===== config.mk =====
export PLATFORM = sky130hd
export DESIGN_NAME = image_window_stream
export DESIGN_NICKNAME = d
export VERILOG_FILES = /design/src/rtl/image_window_stream.sv
export SDC_FILE = /design/constraint.sdc
export NUM_CORES = 2
export LEC_CHECK = 0
export CELL_PAD_IN_SITES_DETAIL_PLACEMENT = 0
export CELL_PAD_IN_SITES_GLOBAL_PLACEMENT = 2
export CORE_MARGIN = 4
export CORE_UTILIZATION = 30
export DETAILED_ROUTE_END_ITERATION = 6
export GPL_TIMING_DRIVEN = 0
export HOLD_SLACK_MARGIN = 0.06
export PLACE_DENSITY_LB_ADDON = 0.05
export SLEW_MARGIN = 20
export SYNTH_ARGS = -nofsm -noshare
export SYNTH_HDL_FRONTEND = slang
export SYNTH_SLANG_ARGS = --single-unit

===== constraint.sdc =====
create_clock -name clk -period 17.09 [get_ports clk]
set_clock_uncertainty 0.15 [all_clocks]
set_input_delay 1.709 -clock clk [delete_from_list [all_inputs] [get_ports clk]]
set_output_delay 1.709 -clock clk [all_outputs]
set_load 0.01 [all_outputs]

===== src/rtl/image_window_stream.sv =====
// image_window_stream: raster pixel stream in, interior 3x3 windows out, using two line buffers.
// Define IMAGE_WINDOW_COORD_EN to add win_x/win_y top-left coordinate outputs.
module image_window_stream #(
    parameter int DATA_W = 8,
    parameter int IMG_W  = 256,
    parameter int IMG_H  = 256
) (
    input  logic              clk,
    input  logic              rst,
    input  logic              s_valid,
    output logic              s_ready,
    input  logic [DATA_W-1:0] s_data,
    output logic              m_valid,
    input  logic              m_ready,
    output logic [DATA_W-1:0] p0,
    output logic [DATA_W-1:0] p1,
    output logic [DATA_W-1:0] p2,
    output logic [DATA_W-1:0] p3,
    output logic [DATA_W-1:0] p4,
    output logic [DATA_W-1:0] p5,
    output logic [DATA_W-1:0] p6,
    output logic [DATA_W-1:0] p7,
    output logic [DATA_W-1:0] p8,
    output logic              m_last
`ifdef IMAGE_WINDOW_COORD_EN
    ,
    output logic [$clog2(IMG_W)-1:0] win_x,
    output logic [$clog2(IMG_H)-1:0] win_y
`endif
);
    localparam int CW = $clog2(IMG_W);
    localparam int RW = $clog2(IMG_H);

    logic [CW-1:0]     col;
    logic [RW-1:0]     row;
    logic [DATA_W-1:0] lb1 [IMG_W];
    logic [DATA_W-1:0] lb2 [IMG_W];
    logic [DATA_W-1:0] w   [9];
    logic              s_xfer, last_col, last_row, win_ok;

    assign s_ready  = !m_valid || m_ready;
    assign s_xfer   = s_valid && s_ready;
    assign last_col = col == CW'(IMG_W - 1);
    assign last_row = row == RW'(IMG_H - 1);
    assign win_ok   = row >= RW'(2) && col >= CW'(2);
    assign {p0, p1, p2, p3, p4, p5, p6, p7, p8} = {w[0], w[1], w[2], w[3], w[4], w[5], w[6], w[7], w[8]};

    // lb1 holds the previous row, lb2 the one before; unreset, windows are gated until row 2
    always_ff @(posedge clk) begin
        if (s_xfer) begin
            lb2[col] <= lb1[col];
            lb1[col] <= s_data;
        end
    end

    always_ff @(posedge clk) begin
        if (rst) begin
            col     <= '0;
            row     <= '0;
            m_valid <= 1'b0;
            m_last  <= 1'b0;
            w       <= '{default: '0};
        end else if (s_xfer) begin
            col     <= last_col ? '0 : col + 1'b1;
            row     <= !last_col ? row : last_row ? '0 : row + 1'b1;
            m_valid <= win_ok;
            m_last  <= last_row && last_col;
            for (int k = 0; k < 3; k++) begin
                w[3*k]   <= w[3*k+1];
                w[3*k+1] <= w[3*k+2];
            end
            w[2] <= lb2[col];
            w[5] <= lb1[col];
            w[8] <= s_data;
        end else if (m_ready) begin
            m_valid <= 1'b0;
            m_last  <= 1'b0;
        end
    end

`ifdef IMAGE_WINDOW_COORD_EN
    always_ff @(posedge clk) begin
        if (rst) begin
            win_x <= '0;
            win_y <= '0;
        end else if (s_xfer) begin
            win_x <= col - CW'(2);
            win_y <= row - RW'(2);
        end
    end
`endif
endmodule

==> summary.md <==
| Metric | Value |
|---|---|
| Status | finished clean |
| Simple-Gate Fraction of Synth Area | 2.23% |
| Max stage delay on crit path | 0.89 ns |
| Register-to-Register Path Depth | 16 |
| Placed inst area | 184,000 um^2 |
| Endpoint class of the critical path | register |
| Most frequent cells in the layout | edfxtp_1 (4,096), mux4_2 (947), clkbuf_16 (478), mux2i_1 (359), nor2_4 (266) |
| Main flop type after synthesis | edfxtp_1 |
| Die height | 741 um |
| Critical Path, Cell by Cell | buf_4 > buf_4 > buf_4 > buf_4 > buf_4 > nand3b_1 > o22ai_1 > a311oi_1 > nand3_1 > nand3_1 > o41ai_1 > nor2_4 > buf_12 > buf_12 > buf_16 > buf_12 |
| Fin area | 199,000 um^2 |
| Hold Fails Final Rpt | 0 |
| Setup crit start kind | register |
| Initial core utilization | 30.2% |
| Worst hold path type | register to register |
| DR pass1 iterations | 6 |
| Initial drt markers | 14,226 |
| Worst hold start | p3[1] |
| FF/Latch Area | 125,000 um^2 |
| XOR/XNOR share of the synthesized area | 0.0598% |
| All-Layer GR Usage | 31.2% |
| Drt total wl | 871 mm |
| # rows | 268 |
| Synthesized area per cell | 21.6 um^2 |
| Placer congestion estimate | 1.01 |
| Wire length per cell | 54.1 um |
| Layout cells sized above 1 | 32.5% |
| Asr flop ratio synth | 0% |
| Total of max-cap violations | 0 |
| Pin count of the biggest net entering global routing | 118 |
| Nets | 8,520 |
| Max-slew violation count | 0 |
| Post-Synthesis Cell Area | 161,000 um^2 |
| Slew headroom | 11.8% |
| Area of the multi-input gates | 36,100 um^2 |
| Critical path class | register to register |
| Most used cell, CP | buf_4 |
| RSZ-0062 raised after global routing | no |
| Static leakage | 60.3 nW |
| Syn Nets | 7,485 |
| Clk pin slew, worst setup/hold paths | 0.07 ns |
| Non-filler cells, final | 16,101 |
| # fillers | 48,670 |
| Family with the most delay on the worst path | buffers and inverters |
| Root Driver | clkbuf_16 |
| Total placed cells including tap cells | 15,178 |
| Worst hold margin | 0.304 ns |
| # DRC | 0 |
| Num CTS Buffers | 475 |
| R2R Setup Slk | 8.03 ns |
| Post-CTS Hold Fix Bufs | 0 |
| Slew @ Worst Pin | 1.32 ns |
| Comb pwr share | 7.6% |
| Post-route ant nets | 0 |
| DP Wirelength | 641 mm |
| # IOs | 87 |
| Number of synthesized flops with an enable pin | 4,096 |
| TritonCTS clock tree | done |
| Grt total ovfl | 0 |
| Synth Register Bits | 4,194 |
| Final Critical Period | 9.06 ns |
| Vias | 91,747 |
| Post-synth top area cell | edfxtp_1 |
| Final setup fails | 0 |
| Die X | 741 um |
| Design Power | 0.0233 W |
| Synth Area in Compound Gates | 2.52% |
| Post-Syn Instances | 7,467 |
| Core Box Area | 534,000 um^2 |
| Power density cells | 117 nW/um^2 |
| Hold Path End | p3[1] |
| Top-area cell type share of the netlist area | 76.4% |
| Port bufs | 85 |
| Psw | 0.00570 W |
| Reg power frac | 49.2% |
| Worst Path Required | 17.81 ns |
| CTS max path bufs | 4 |
| Pint | 0.0176 W |
| WP data arrival | 9.78 ns |
| Final core utilization | 37.3% |
| Largest cells by area after synthesis | edfxtp_1 (76%), mux4_2 (13%), mux2i_1 (2.3%), dfxtp_1 (1.2%), nor2_1 (0.81%) |
| RR Endpoint | lb2[114][3] |
| Via-to-Cell Ratio | 5.70 |
| Clk_lat worst skew | 1.08 ns |
| Worst path slowest cell | nand3b_1 |
| Adder-Cell Fraction of Synth Area | 0.0466% |
| Net Sw Frac | 24.5% |
| Setup Buffers After CTS | 0 |
| Commonest non-fill, non-tap cell in the layout | edfxtp_1 |
| Clock sink count | 4,194 |
| Die area | 548,000 um^2 |
| Ys Warns | 0 |
| First-pass GRT wire length | 1070 mm |
| Vias in the first global route | 88,148 |
| H-tree depth | 5 |
| Hold Path Stages | 2 |
| Worst Path Buf+Inv | 9 |
| Sequential area share after synthesis | 77.6% |
| Crit path max fanout | 35 |
| Initial antenna violation count | 148 |
| Maximum vdd drop | 105 uV |
| Clock Power Share | 43.2% |
| Post-synth cell types | 66 |
| Ratio of final minimum period to clock period | 53.0% |
| PostCTS Resize Cnt | 0 |
| Largest family of logic cells by synthesized area | multiplexers |
| Maximum clock rate | 110 MHz |
| Area Overhead vs Synth | 23.7% |
| Post-synthesis mux area share | 16.1% |
-- per-stage QoR --
step	TNS [ns]	setup slack, ns
CTS	0	8.13
detailed placement	0	8.14
global placement	-7604.34	-6.46
finish	0	8.03
floorplan	0	7.57
global route	0	8.12
-- power groups by stage --
stage | clock network (W) | logic, W | registers, W
final | 0.0101 | 0.00178 | 0.0114
after global routing | 0.0106 | 0.00178 | 0.0114
after CTS | 0.0102 | 0.00177 | 0.0114
after detailed placement | 0 | 0.00177 | 0.0117
after global placement | 0 | 0.00156 | 0.0119
after floorplan | 0 | 0.000612 | 0.0117
-- synth_stat cells (5+ instances only) --
cell / instances
nor4_1: 16
mux4_2: 947
a31o_2: 5
o31ai_1: 10
mux2i_1: 364
a2111oi_0: 8
and2_1: 18
o22ai_1: 147
and3_1: 6
o32ai_1: 10
o211ai_1: 20
nor2b_1: 36
nor3_1: 48
buf_2: 128
a211oi_1: 35
buf_4: 65
o22a_1: 5
nand2b_1: 28
o221ai_1: 10
nand2_1: 191
clkbuf_1: 195
o21ai_0: 44
buf_6: 26
a22o_1: 6
o2111ai_1: 5
inv_1: 11
dfxtp_1: 98
xor2_1: 6
nand4_1: 12
a22oi_1: 49
ha_1: 6
nor2_1: 349
o311ai_0: 6
edfxtp_1: 4096
a221oi_1: 66
a311oi_1: 12
nand3b_1: 10
nand3_1: 67
xnor2_1: 5
o41ai_1: 5
or2_2: 6
a31oi_1: 18
mux2_2: 82
a21oi_1: 120
buf_1: 34
-- worst max-delay path by stage --
stage	depth (start not counted)	slack [ns]	startpoint	endpoint
2_1_floorplan	12	7.57	register	lb2[0][6]
3_3_place_gp	9	-6.46	register	lb2[114][3]
3_5_place_dp	16	8.14	register	lb2[125][3]
4_1_cts	16	8.13	register	lb2[112][3]
5_1_grt	16	8.12	register	lb2[113][3]
6_report	16	8.03	register	lb2[114][3]
-- metal layers --
layer | GRT usage, % | part of all wire [%] | wire, um
met1 | 40.6 | 40 | 348000
met2 | 49.4 | 46 | 405000
met3 | 7.39 | 8.3 | 72000
met4 | 14.4 | 5.4 | 46900
met5 | 0 | 0.028 | 241
-- flip-flops by register name (all words and copies together), names as in the netlist, named ones only --
| name | flops |
|---|---|
| col | 8 |
| lb1 | 2048 |
| lb2 | 2048 |
| m_last | 1 |
| m_valid | 1 |
| p0 | 8 |
| p1 | 8 |
| p2 | 8 |
| p3 | 8 |
| p4 | 8 |
| p5 | 8 |
| p6 | 8 |
| p7 | 8 |
| p8 | 8 |
| row | 8 |
-- logic make-up after synthesis --
logic type / count (synthesis)
AOI/OAI and AO/OA: 597
xor gates and xnor gates: 11
adders and majority gates: 6
buffers and inverters: 460
DFF: 4194
muxes: 1393
and+or+nand+nor: 806
-- layout make-up --
cell class              count  area share (%)
well taps                7155            4.49
clock inverters           258            1.20
diodes                     45          0.0565
repair buffers            558            5.72
inverters                  12          0.0226
flip-flops and latches   4194            62.7
multi-input cells        2813            18.1
plain buffers             448            1.34
clock buffers             618            6.30
-- worst reg2reg max path: stages (launching register included) --
cell and delay (ns):
dfxtp_1 0.31, buf_4 0.31, buf_4 0.71, buf_4 0.77, buf_4 0.79, buf_4 0.78
nand3b_1 0.90, o22ai_1 0.31, a311oi_1 0.67, nand3_1 0.20, nand3_1 0.80, o41ai_1 0.43
nor2_4 0.71, buf_12 0.31, buf_12 0.24, buf_16 0.21, buf_12 0.22
No activity file was read; power rests on OpenSTA's default activity.
